## config.mk

```make
export PLATFORM = sky130hd
export DESIGN_NAME = gpu_mem_arbiter
export DESIGN_NICKNAME = d
export VERILOG_FILES = /design/src/rtl/gpu_mem_arbiter.sv
export SDC_FILE = /design/constraint.sdc
export NUM_CORES = 1
export LEC_CHECK = 0
export ABC_AREA = 1
export CORE_AREA = 2 2 83 85
export CTS_CLUSTER_SIZE = 16
export DETAILED_ROUTE_END_ITERATION = 10
export DIE_AREA = 0 0 85 87
export HOLD_SLACK_MARGIN = 0.06
export PLACE_DENSITY = 0.94
export REMOVE_ABC_BUFFERS = 1
export SETUP_SLACK_MARGIN = 0.5
export SLEW_MARGIN = 0
export SYNTH_ARGS = -nofsm -noshare
export SYNTH_HDL_FRONTEND = slang
export SYNTH_SLANG_ARGS = --single-unit
```

## constraint.sdc

```tcl
create_clock -name clk -period 4.1 [get_ports clk]
set_input_delay 0.615 -clock clk [delete_from_list [all_inputs] [get_ports clk]]
set_output_delay 0.615 -clock clk [all_outputs]
set_load 0.01 [all_outputs]
```

## src/rtl/gpu_mem_arbiter.sv

```systemverilog
// Round-robin arbiter and responder between the per-thread LSUs and a single-port synchronous data memory.
// Latency: a request accepted in cycle T drives mem_en in T+1 and resp_valid in T+3.
//          The next request can be accepted no earlier than T+4.
// Backpressure: the one-hot req_ready strobe is the only handshake. A requester holds its request until it sees req_ready.
//               Only one transaction is in flight at a time.
//
// Ports:
//   clk, reset                  rising-edge clock; synchronous active-high reset
//   req_valid/we/addr/wdata     per-channel requests (addr/wdata packed, ch i at [i*W +: W])
//   req_ready                   one-hot accept strobe (combinational, IDLE only)
//   resp_valid, resp_rdata      one-hot 1-cycle response strobe; shared load data
//   mem_en/we/addr/wdata/rdata  synchronous memory port (read data one cycle after mem_en)
//   busy, served_count          transaction in flight; saturating completed-transaction count
module gpu_mem_arbiter #(
    parameter int NUM_CHANNELS = 4,
    parameter int DATA_WIDTH   = 8,
    parameter int ADDR_WIDTH   = 5
) (
    input  logic                               clk,
    input  logic                               reset,
    input  logic [NUM_CHANNELS-1:0]            req_valid,
    input  logic [NUM_CHANNELS-1:0]            req_we,
    input  logic [NUM_CHANNELS*ADDR_WIDTH-1:0] req_addr,
    input  logic [NUM_CHANNELS*DATA_WIDTH-1:0] req_wdata,
    output logic [NUM_CHANNELS-1:0]            req_ready,
    output logic [NUM_CHANNELS-1:0]            resp_valid,
    output logic [DATA_WIDTH-1:0]              resp_rdata,
    output logic                               mem_en,
    output logic                               mem_we,
    output logic [ADDR_WIDTH-1:0]              mem_addr,
    output logic [DATA_WIDTH-1:0]              mem_wdata,
    input  logic [DATA_WIDTH-1:0]              mem_rdata,
    output logic                               busy,
    output logic [15:0]                        served_count
);

    localparam int CH_W = (NUM_CHANNELS > 1) ? $clog2(NUM_CHANNELS) : 1;
    localparam logic [NUM_CHANNELS-1:0] CH_ONE = NUM_CHANNELS'(1);

    typedef enum logic [1:0] {
        IDLE    = 2'd0,
        ISSUE   = 2'd1,
        CAPTURE = 2'd2,
        RESP    = 2'd3
    } state_t;

    state_t                  state;
    logic [CH_W-1:0]         rr_ptr;
    logic [CH_W-1:0]         lat_ch;
    logic                    lat_we;

    logic                    grant_found;
    logic [CH_W-1:0]         grant_idx;
    logic [CH_W-1:0]         cand;
    logic                    sel_we;
    logic [ADDR_WIDTH-1:0]   sel_addr;
    logic [DATA_WIDTH-1:0]   sel_wdata;
    logic [15:0]             served_next;

    // Round-robin search. The search starts just after the last granted channel, so rr_ptr
    // itself has the lowest priority. Lowest offset wins.
    always_comb begin
        grant_found = 1'b0;
        grant_idx   = '0;
        cand        = '0;
        for (int k = 1; k <= NUM_CHANNELS; k++) begin
            cand = CH_W'((int'(rr_ptr) + k) % NUM_CHANNELS);
            if (!grant_found && req_valid[cand]) begin
                grant_found = 1'b1;
                grant_idx   = cand;
            end
        end
    end

    always_comb begin
        sel_we    = req_we[grant_idx];
        sel_addr  = req_addr[grant_idx*ADDR_WIDTH +: ADDR_WIDTH];
        sel_wdata = req_wdata[grant_idx*DATA_WIDTH +: DATA_WIDTH];
    end

    // Same-cycle accept: the requester can drop its request right after this strobe.
    always_comb begin
        req_ready = '0;
        if (state == IDLE && grant_found) begin
            req_ready = CH_ONE << grant_idx;
        end
    end

    // The count advances on the edge that raises resp_valid, so it already includes the
    // transaction being reported.
    always_comb begin
        served_next = served_count;
        if (state == CAPTURE && served_count != 16'hFFFF) begin
            served_next = served_count + 16'd1;
        end
    end

    always_ff @(posedge clk) begin
        if (reset) begin
            state        <= IDLE;
            rr_ptr       <= CH_W'(NUM_CHANNELS - 1);
            lat_ch       <= '0;
            lat_we       <= 1'b0;
            mem_en       <= 1'b0;
            mem_we       <= 1'b0;
            mem_addr     <= '0;
            mem_wdata    <= '0;
            resp_valid   <= '0;
            resp_rdata   <= '0;
            busy         <= 1'b0;
            served_count <= 16'd0;
        end else begin
            mem_en       <= 1'b0;
            mem_we       <= 1'b0;
            resp_valid   <= '0;
            served_count <= served_next;

            case (state)
                IDLE: begin
                    if (grant_found) begin
                        rr_ptr    <= grant_idx;
                        lat_ch    <= grant_idx;
                        lat_we    <= sel_we;
                        // The memory port is driven straight from the registered request.
                        // mem_addr and mem_wdata keep their values afterwards. Only mem_en and mem_we qualify them.
                        mem_en    <= 1'b1;
                        mem_we    <= sel_we;
                        mem_addr  <= sel_addr;
                        mem_wdata <= sel_wdata;
                        busy      <= 1'b1;
                        state     <= ISSUE;
                    end
                end
                ISSUE: begin
                    state <= CAPTURE;
                end
                CAPTURE: begin
                    // A store leaves the last load data visible on resp_rdata.
                    if (!lat_we) begin
                        resp_rdata <= mem_rdata;
                    end
                    resp_valid <= CH_ONE << lat_ch;
                    state      <= RESP;
                end
                RESP: begin
                    busy  <= 1'b0;
                    state <= IDLE;
                end
                default: begin
                    busy  <= 1'b0;
                    state <= IDLE;
                end
            endcase
        end
    end

endmodule

```

-- After elaboration in Yosys (flattened, before gate mapping)
Index checks and enable logic that the tools add are counted.
- add/sub/neg operators: 5
- multiply operators: 1
- $lt $le $gt $ge: 5
- equal/unequal tests: 5
- shift operators: 4
- multiplexer cells: 24
- bitwise gates (word level): 4
- reduce and logical (&&, ||, !) cells: 16
- operators by type and width (cell ; number):
    variable part select 32 x 6 -> 8 bit ; 1
    variable part select 20 x 6 -> 5 bit ; 1
    adder 16 x 1 -> 16 bit (second input constant) ; 1
    != test 16 bit (second input constant) ; 1
    < comparator 2 x 3 -> 1 bit (second input constant) ; 5
    two-way mux 1 bit ; 11
    binary-select mux 1 bit (select 2 bit) ; 5
    two-way mux 2 bit ; 5
    one-hot mux 2 bit (4 select lines) ; 1
    << shifter 1 x 2 -> 4 bit (first input constant) ; 2
    AND reduction 2 bit ; 3
    logical AND 1 bit ; 5
    multiplier 2 x 3 -> 5 bit (second input constant) ; 1
    adder 2 x 1 -> 2 bit (second input constant) ; 2
    adder 2 bit (second input constant) ; 2
    equality test 2 bit (second input constant) ; 2
    two-way mux 4 bit ; 1
    inverter 1 bit ; 4
    OR reduction 2 bit ; 2
    logical NOT 1 bit ; 3
    OR reduction 3 bit ; 1
    equality test 2 x 1 -> 1 bit (second input constant) ; 1
    logical NOT 2 bit ; 1
    != test 2 bit (second input constant) ; 1
    2 further kinds ; 2
- register bits after elaboration: 51
- output and inout port bits: 48
- logic and storage cells: 76

-- Depth between registers and ports, before layout
Gate-level depths: netlist of run 1.
- word-level depth: 15
- gate-level depth with buffers: 17
- depth with buffers taken out: 15

-- Least setup slack after synthesis of run 1
Ideal clock, no wire load.
- path kind: input to output
- start point: input req_valid[0]
- end point: output req_ready[1]
- arrival time: 1.751 ns
- data required time: 3.485 ns
- slack: 1.734 ns
- cell stages on the path: 11
- cell sequence: nand2_1 nand2_1 nand2_1 nand2_1 clkinv_1 nand3_2 nand2_1 inv_1 buf_2 nand2_1 nor2_1
- word-level cells in the longest chain between the ends: 14
- elaborated cells between the ends (all ways): 25
- those cells by class: shift: 1; mux: 17; reduce/logical: 7
- ends and longest elaborated chain (what ; line ; RTL):
    start: declaration ; 21 ; input logic [NUM_CHANNELS-1:0] req_valid,
    binary-select mux 1 bit (select 2 bit) ; 68 ; if (!grant_found && req_valid[cand]) begin
    two-way mux 1 bit (implied by the code) ; 68 ;
    two-way mux 1 bit ; 68 ;
    logical NOT 1 bit ; 68 ;
    logical AND 1 bit ; 68 ;
    two-way mux 1 bit ; 68 ;
    logical NOT 1 bit ; 68 ;
    logical AND 1 bit ; 68 ;
    two-way mux 1 bit ; 68 ;
    logical NOT 1 bit ; 68 ;
    logical AND 1 bit ; 68 ;
    two-way mux 2 bit / two-way mux 1 bit (equally long branches) ; 68 ;
    << shifter 1 x 2 -> 4 bit / logical AND 1 bit (equally long branches) ; 85, 84 ;
    two-way mux 4 bit * ; 84 ; if (state == IDLE && grant_found) begin
    end: declaration ; 25 ; output logic [NUM_CHANNELS-1:0] req_ready,
Mark *: on every way between the ends. The rest lies on a longest branch, timed or not. The select of a mux whose other input is x is not followed.

-- Worst setup path after layout of run 1
- start point: input req_valid[2]
- end point: output req_ready[0]
The elaborated chain is that of the path after synthesis.

==> summary.md, run 1 <==
| Metric | Value |
|---|---|
| Detail Route Antenna Nets | 0 |
| TritonRoute pass-1 iters | 5 |
| Outcome | complete, no violations |
| Setup TNS | 0 ns |
| Worst EP arrival | 2.85 ns |
| Syn Area/Cell | about 6.2 µm² |
| Detail Placement HPWL | 6330 µm |
| R2r worst-path depth | 14 |
| HP Class | reg -> reg |
| Register area share after synthesis | 34.5% |
| WP data required | around 3.5 ns |
| Root Driver | clkbuf_8 |
| Initial Util | 45.0% |
| Clk_lat worst skew | 0.31 ns |
| Crit-path max FO | 30 |
| Number of global-route vias before repair | 3,257 |
| WL/cell | about 12 µm |
| Most frequent cells after synthesis | nand2_1, inv_1, nor2_1 |
| Die Y-Extent | 87 µm |
| Via density | 5.04 |
| Pleak | 2.05 nW |
| TritonCTS clock tree | done |
| Warnings, synthesis | 0 |
| Slew Viols, Final | 0 |
| Reg2reg start | rr_ptr[0] |
| TritonCTS Sinks | 51 |
| GPL Wtd Cong | 0.927 |
| # setup viols final | 0 |
| Global route overflow | 0 |
| Post-synth ARST share | 0% |
| Synth area leader | dfxtp_1 |
| EDFF count, synth | 0 |
| PwrDens | approximately 660 mW/mm² |
| Initial antenna violation count | 0 |
| Cell area after layout | 0.00431 mm² |
| Reg-to-reg endpoint | mem_wdata[5] |
| Ports | 118 |
| Fmax | 288 MHz |
| Min Hold Slack | ~0.48 ns |
| Final critical-path required period | 3.47 ns |
| Fillers | ~510 |
| Unique masters post-synth | 32 |
| Routing usage on met3 | 4.93% |
| Overall track demand over capacity in global routing | 22.4% |
| RSZ-0062 raised after global routing | yes |
| DRC | 0 |
| Largest buffer count on any clock path | 2 |
| Port bufs | between 100 and 150 |
| Routed WL | slightly above 8000 µm |
| Reg area | 0.00102 mm² |
| Period Utilization, post-route | 84.6% |
| Antenna diodes | 0 |
| Top-count cell post-synth | nand2_1 |
| Clock slew at reported path FFs | around 0.09 ns |
| Cell Rows | 30 |
| First-pass GRT wire length | 13,900 µm |
| Slew of the pin with the lowest slew margin | 0.574 ns |
| Net switching power | 0.00134 W |
| Post-synthesis instance total | 478 |
| Die Area | 0.00740 mm² |
| CTS H-tree depth | 2 |
| CTS Buf Count | 5 |
| Total count of hold-check failures in the final report | 0 |
| Ys flop type | dfxtp_1 |
| GRT met1 Usage | 26.5% |
| Pint | between 0.001 and 0.0015 W |
| Setup crit end | req_ready[0] |
| R2r setup slk | 1.85 ns |
| Max-cap violations | 0 |
| Largest net degree at the start of global routing | 31 |
| Core Footprint | 0.00657 mm² |
| Beginning of the critical path | req_valid[2] |
| Fraction of layout cells with a size suffix above 1 | under 10% |
| Area post-placement | between 0.004 and 0.005 mm² |
| Multi-input logic area | 0.00157 mm² |
| Post-synth top area share | 34.5% |
| Nets | between 600 and 700 |
| Clk pwr share | 9.9% |
| Clk_skew | approximately 0.0084 ns |
| Switching part of the total | a little under half |
| Synth area leaders | dfxtp_1, nand2_1, nand3_1, inv_1, nor2_1 |
| Top Usage Layer GRT | met2 |
| Cell Area, Synth | 0.00296 mm² |
| Worst setup SP type | input pin |
| Critical path class | in -> out |
| Setup crit end kind | output port |
| Chip width | 85 µm |
| First DRT Iteration DRCs | 159 |
| Vias post-DR | 3,408 |
| Register share of total power | 25.0% |
| Met2 Use GR | 40.2% |
| Hold-fix buffers at CTS | 0 |
| Syn-to-layout area delta | 45.7% |
| Maximum vdd ir drop | 361 µV |
| Gate power share | between 60% and 70% |
| Number of synthesized register bits | 51 |
| Relative slew slack | 61.7% |
power groups by stage:
stage	registers [W]	logic [W]	clock network, W
final	0.000709	0.00184	0.000281
after CTS	0.000707	0.00175	0.000286
after detailed placement	0.000715	0.00171	0
after global placement	0.000715	0.00165	0
after floorplan	0.000743	0.00105	0
after global routing	0.000726	0.00207	0.000305
stage by stage:
| step | cells | worst slack [ns] | utilization, % | total power (W) |
|---|---|---|---|---|
| floorplan | 462 | 1.40 | - | 0.00179 |
| global placement | 665 | 0.484 | 63.5 | 0.00237 |
| detailed placement | 665 | 0.407 | 63.5 | 0.00243 |
| CTS | 672 | 0.546 | 64.9 | 0.00274 |
| global route | 676 | 0.438 | 65.6 | 0.00310 |
| finish | 676 | 0.631 | 65.6 | 0.00283 |
layer usage:
metal / part of all wire (%) / vias to the layer above
met4: 1.8 / 0
met1: 41 / 1513
met2: 50 / 163
li1: - / 1714
met3: 7.3 / 18
met5: 0 / -
cells by family after synthesis:
kind of cell	count (synthesis)	synth area share, %
flip-flops	51	34.5
AO/OA/AOI/OAI	40	7.15
adder cells (fa/ha/maj)	5	2.12
buffers and inverters	91	13.1
XOR/XNOR	4	1.18
AND/OR/NAND/NOR	287	41.9
registers in the layout, indices dropped and copies added, names as in the netlist:
name and flops:
rr_ptr 2, mem_en 1, state 2, mem_wdata 8
mem_addr 5, resp_valid 4, busy 1, resp_rdata 8
lat_we 1, mem_we 1, lat_ch 2, served_count 16
cell type report:
type                            instances  area share [%]
Clock inverter                          2           0.319
Multi-Input combinational cell        336            36.5
Timing Repair Buffer                  127            29.0
Clock buffer                            5            1.60
Sequential cell                        51            23.7
Inverter                               75            6.65
Tap cell                               80            2.32
placed cells by master, fill, tap and decap left out, drive strengths merged:
master,n
nor3,6
xnor2,2
clkdlybuf4s50,116
clkbuf,5
nand3b,3
nor2,70
xor2,2
ha,5
and3,1
nor3b,1
buf,10
dfxtp,51
o211ai,2
inv,74
clkinv,3
nor4,2
a31oi,3
dlymetal6s2s,1
a21oi,15
o21a,1
nand4,3
nand2,141
o21ai,19
nand3,60
critical path, cell delays in order:
cell and delay [ns]:
clkdlybuf4s50_1 0.44, nand2_1 0.10, nand2_1 0.09, nand2_1 0.08
nand2_1 0.09, nor2_4 0.15, nand3_2 0.16, nand2_8 0.12
nand2_8 0.13, inv_4 0.15, nand2_1 0.08, nor2_1 0.09
clkdlybuf4s50_1 0.55
worst min path at each step:
| stage | cells after the start | from | slack (ns) | endpoint |
|---|---|---|---|---|
| CTS | 1 | lat_ch[0] | 0.48 | resp_valid[0] |
| floorplan | 1 | lat_ch[0] | 0.43 | resp_valid[0] |
| detailed placement | 1 | lat_ch[0] | 0.45 | resp_valid[0] |
| global route | 1 | lat_ch[0] | 0.51 | resp_valid[0] |
| finish | 2 | lat_we | 0.48 | lat_we |
| global placement | 1 | lat_ch[0] | 0.44 | resp_valid[0] |
repair_timing:
item	CTS	global route
resized for setup	3	5
setup buffers	0	4
pin swaps	0	1
hold endpoints to repair	0	0
setup endpoints to repair	3	4
(Power assumes the default switching activity.)
==> run 2: changes to the inputs <==
- CORE_AREA: 2 2 83 85 -> 2 2 85 87
- DIE_AREA: 0 0 85 87 -> 0 0 87 89
- PLACE_DENSITY: 0.94 -> 0.9
- clock period: 4.1 -> 3.4 ns (I/O delays scaled with it)
==> summary.md, run 2 (synthesis results as in run 1) <==
| Metric | Value |
|---|---|
| Slew Viols, Final | 0 (unchanged) |
| PwrDens | 818 mW/mm² (+24%) |
| CP max-delay cell | clkdlybuf4s50_1 |
| Core Footprint | 0.00672 mm² (+2.3%) |
| Most frequent cells in the layout | nand2_1, clkdlybuf4s50_1, inv_1, nor2_1, nand3_1 |
| Chip width | 87 µm (+2.4%) |
| Largest buffer count on any clock path | 2 (unchanged) |
| Clk pwr share | 12.6% (+2.7 points) |
| Via density | 4.94 (-1.9%) |
| Net switching power | 0.00165 W (+23%) |
| Initial antenna violation count | 0 (unchanged) |
| CTS H-tree depth | 2 (unchanged) |
| Biggest register | served_count |
| Pleak | 2.08 nW (+1.9%) |
| Port bufs | 117 (unchanged) |
| Switching part of the total | 46.4% (-1.0 points) |
| Maximum vdd ir drop | 548 µV (+52%) |
| Bufs and invs on worst path | 4 (+1) |
| Overall track demand over capacity in global routing | 21.4% (-1.0 points) |
| Nets | 674 (+0.45%) |
| R2r worst-path depth | 14 (unchanged) |
| RSZ-0062 raised after global routing | no |
| Max reg flops | 16 (unchanged) |
| Hold path endpoint | lat_we |
| DRC | 0 (unchanged) |
| Final critical-path required period | 2.73 ns |
| Setup crit end kind | output port |
| Die Y-Extent | 89 µm (+2.3%) |
| Clock slew at reported path FFs | 0.09 ns (about the same) |
| Gate power share | 63.4% (-1.7 points) |
| Syn-to-layout area delta | 47.4% |
| Commonest non-fill, non-tap cell in the layout | nand2_1 |
| Top delay family on crit path | buffers and inverters |
| Setup TNS | 0 ns (unchanged) |
| Max-cap violations | 0 (unchanged) |
| Hold path start | lat_we |
| Clk_skew | 0.00523 ns (-0.00319 ns) |
| Worst setup SP type | input pin |
| HP Class | reg -> reg |
| Outcome | complete, no violations |
| Reg-to-reg endpoint | mem_wdata[2] |
| Min Hold Slack | 0.479 ns (+0.00337 ns) |
| Antenna diodes | 0 (unchanged) |
| TritonCTS clock tree | done |
| Relative slew slack | 64.2% (+2.5 points) |
| Detail Placement HPWL | 6450 µm (+1.9%) |
| Worst EP arrival | 2.22 ns (-0.63 ns) |
| Die Area | 0.00774 mm² (+4.7%) |
| Most frequent CP cell | nand2_1 |
| Cell count of the worst hold path | 2 (unchanged) |
| Pwr Total | 0.00356 W (+26%) |
| Top flop regs | served_count (16), mem_wdata (8), resp_rdata (8) |
| CP Cell Sequence | clkdlybuf4s50_1, nand2_1, nand2_1, nand2_2, nand2_2, nor2_4, nand3_1, nand2_1, nor2_2, inv_2, buf_4, nor2_2, buf_2 |
| # setup viols final | 0 (unchanged) |
| Register share of total power | 24.0% (-1.0 points) |
| Slowest stage delay, CP | 0.50 ns (-0.05 ns) |
| Reg2reg start | rr_ptr[1] |
| First DRT Iteration DRCs | 134 (-16%) |
| Vias post-DR | 3,362 (-1.3%) |
| Global route overflow | 0 (unchanged) |
| WL/cell | 12.3 µm (+0.78%) |
| Cell Rows | 30 (unchanged) |
| Slew of the pin with the lowest slew margin | 0.537 ns (-0.0377 ns) |
| Detail Route Antenna Nets | 0 (unchanged) |
| Clk_lat worst skew | 0.30 ns (about the same) |
| Period Utilization, post-route | 80.3% |
| R2r setup slk | 1.21 ns (-0.64 ns) |
| Pint | 0.00191 W (+28%) |
| WP data required | 2.89 ns (-0.59 ns) |
| PnR worst setup slack | 0.669 ns (+0.0375 ns) |
| Largest net degree at the start of global routing | 21 (-32%) |
| Initial Util | 44.0% (-1.0 points) |
| First-pass GRT wire length | 13,400 µm (-3.8%) |
| Ports | 118 (unchanged) |
| Hold-fix buffers at CTS | 0 (unchanged) |
| Number of global-route vias before repair | 3,146 (-3.4%) |
| Crit-path max FO | 7 (-77%) |
| CTS Buf Count | 5 (unchanged) |
| TritonRoute pass-1 iters | 5 (unchanged) |
| Fmax | 366 MHz |
| Total count of hold-check failures in the final report | 0 (unchanged) |
| Critical path class | in -> out |
| Place WS | 0.118 ns (-0.289 ns) |
| Final Core Density | 64.9% (-0.74 points) |
| Routed WL | 8390 µm (+1.4%) |
| GPL Wtd Cong | 0.977 (+5.4%) |
| Fraction of layout cells with a size suffix above 1 | 7.83% (+1.8 points) |
| TritonCTS Sinks | 51 (unchanged) |
| Root Driver | clkbuf_8 |
[run 2: changes by cell type in the layout (fill, tap and decap cells not counted), moves of 2 or more]
cell,before,now
nor2_1,67,65
clkbuf_2,0,2
nor2_2,1,3
clkdlybuf4s50_1,116,113
buf_4,10,13
[run 2: worst min-delay path, delay by kind of cell (launching register included)]
family / cells / cell delay (ns)
DFF: 1 / 0.32
and+or+nand+nor: 2 / 0.12
[run 2: area by class of cell]
| type | count | area [µm²] |
|---|---|---|
| clock inverter | 2 | 38.8 |
| fill | 600 | 2360 |
| timing repair buffer | 130 | 1260 |
| clock buffer | 6 | 82.6 |
| sequential | 51 | 1020 |
| tap | 80 | 100 |
| multi-input combinational | 336 | 1570 |
| inverter | 75 | 292 |
[run 2: timing repair]
item,CTS,global route
buffers inserted,3,0
pin swaps,0,2
resized for setup,12,11
setup endpoints to repair,4,4
gates cloned,0,0
[run 2: worst max-delay path by stage]
stage	start	cells after the start	end
after floorplan	req_valid[0]	11	req_ready[3]
after global placement	req_valid[1]	13	req_ready[3]
after detailed placement	req_valid[0]	12	req_ready[1]
after CTS	req_valid[0]	12	req_ready[3]
after global routing	req_valid[2]	13	req_ready[1]
final	req_valid[1]	13	req_ready[1]
[run 2: power by group through the flow]
| stage | Combinational [W] | Clock (W) | Sequential [W] |
|---|---|---|---|
| after floorplan | 0.00127 | 0 | 0.000896 |
| after global placement | 0.00207 | 0 | 0.000858 |
| after detailed placement | 0.00213 | 0 | 0.000864 |
| after CTS | 0.00221 | 0.000458 | 0.000855 |
| after global routing | 0.00252 | 0.000478 | 0.000871 |
| final | 0.00226 | 0.000448 | 0.000857 |
[run 2: metal layers]
layer | GRT usage [%] | routed length, µm | part of all wire, %
met2 | 39.9 | 4210 | 50
met3 | 4.99 | 652 | 7.8
met4 | 7.67 | 123 | 1.5
met5 | 0 | 0 | 0
met1 | 23.7 | 3400 | 41
[run 2: metrics by stage]
stage | instance area [µm²] | std cells
after floorplan | 2850 | 462
after global placement | 4200 | 669
after detailed placement | 4200 | 669
after CTS | 4350 | 680
after global routing | 4360 | 680
final | 4360 | 680
==> edit: new RTL, config.mk and constraints of run 2 <==
`DATA_WIDTH`: 8 -> 12.
--- a/src/rtl/gpu_mem_arbiter.sv
+++ b/src/rtl/gpu_mem_arbiter.sv
@@ -14,5 +14,5 @@
 module gpu_mem_arbiter #(
     parameter int NUM_CHANNELS = 4,
-    parameter int DATA_WIDTH   = 8,
+    parameter int DATA_WIDTH   = 12,
     parameter int ADDR_WIDTH   = 5
 ) (
Interface: changed (resized mem_rdata, mem_wdata, req_wdata and resp_rdata); port bits go from 118 to 146. No check against the original RTL was run, so the function may have changed too.
==> edit against run 2 <==
Wire length grew 28%; clock skew grew 2.5 ps; area after synthesis grew 21%; critical path depth shrank 3; total power grew 29%; design area grew 21%; die area is the same; sequential cell count grew 8; sequential power grew 18%; worst hold slack lost 18 ps; setup slack lost 62 ps; register-to-register slack gained 100 ps; count of clock-buffer cells in the layout grew 6; critical path type unchanged; largest cell class unchanged.
==> edit: results (changes against run 2) <==
count of buffers inserted at the top-level ports 145 (+24%); register-to-register setup slack 1310 ps (+100 ps); Post-DP HPWL 8040 um (+25%); footprint of the flip-flops and latches 1182 um^2 (+16%); number of global-route vias before repair 4026 (+28%); number of post-CTS setup repair buffers 0 (-3); Total Routed Length 10720 um (+28%); clock sink total 59 (+16%); share of synthesized area occupied by flip-flops and latches 33.01% (-1.5 points); final RePlAce weighted congestion 0.9288 (-4.9%); fraction of area in clock buffers and inverters 4.324% (+1.5 points); # H-tree levels 3 (+1); most common library cells after synthesis sky130_fd_sc_hd__inv_1, sky130_fd_sc_hd__nand2_1, sky130_fd_sc_hd__nor2_1; Setup crit start req_valid[2]; reg-to-reg endpoint mem_addr[0]$_SDFFE_PP0P_; sequential cell fraction of total power 22.0% (-2.0 points); iteration-0 DRC count of the detailed router 202 (+51%); source-to-sink clock delay at the later pin of the worst-skew pair 330 ps (+30 ps); status complete, no violations; cell count after placement 791 (+18%); first-pass GRT wire length 17500 um (+31%); maximum number of pins on one net before global-route repair 40 (+90%); Max VDD drop 0.5821 mV (+6.3%); total cell area at the placement stage 5039 um^2 (+20%); Hold Path End served_count[4]$_SDFFE_PP0P_; worst-margin pin slew 870.3 ps (+333.8 ps); number of fill cells 490 (-18%); layout multi-input combinational cell count 373 (+11%); synthesized netlist cell count 588 (+23%); startpoint of the most critical hold path served_count[4]$_SDFFE_PP0P_; net count of the finished layout 817 (+21%); via total after detailed routing 4257 (+27%); fraction of standard cell area in multi-input logic 33.83% (-2.1 points)
==> edit: cell types whose count changed in the layout (fill, tap and decap cells not counted), moves of 4 or more <==
| cell | before | now |
|---|---|---|
| sky130_fd_sc_hd__nand2_1 | 132 | 117 |
| sky130_fd_sc_hd__o21ai_0 | 19 | 24 |
| sky130_fd_sc_hd__nand3_1 | 59 | 68 |
| sky130_fd_sc_hd__nand4_1 | 3 | 38 |
| sky130_fd_sc_hd__nor2_1 | 65 | 78 |
| sky130_fd_sc_hd__buf_4 | 13 | 9 |
| sky130_fd_sc_hd__clkbuf_8 | 6 | 11 |
| sky130_fd_sc_hd__inv_1 | 68 | 121 |
| sky130_fd_sc_hd__nand2_2 | 7 | 2 |
| sky130_fd_sc_hd__clkdlybuf4s50_1 | 113 | 141 |
| sky130_fd_sc_hd__dfxtp_1 | 50 | 58 |
==> edit: cells by family after synthesis <==
group,after synthesis,share of synthesized area [%]
AO/OA/AOI/OAI,47,6.993
buffers and inverters,156,17.62
flip-flops,59,33.01
XOR/XNOR,3,0.7344
adder cells (fa/ha/maj),5,1.748
AND/OR/NAND/NOR,318,39.90
==> edit: metal layers <==
| layer | wire length [um] | part of all wire, % | up-vias | GRT usage (%) |
|---|---|---|---|---|
| met3 | 1032 | 9.6 | 38 | 8.310 |
| met2 | 5273 | 49 | 223 | 49.76 |
| met5 | 0 | 0 | - | 0 |
| met4 | 379 | 3.5 | 0 | 15.48 |
| met1 | 4037 | 38 | 1898 | 31.13 |
| li1 | - | - | 2098 | - |
==> edit: repair_timing <==
item | in CTS | in global routing
endpoints found under the setup margin | 4 | 4
gates resized for setup | 6 | 10
hold buffers | 0 | 0
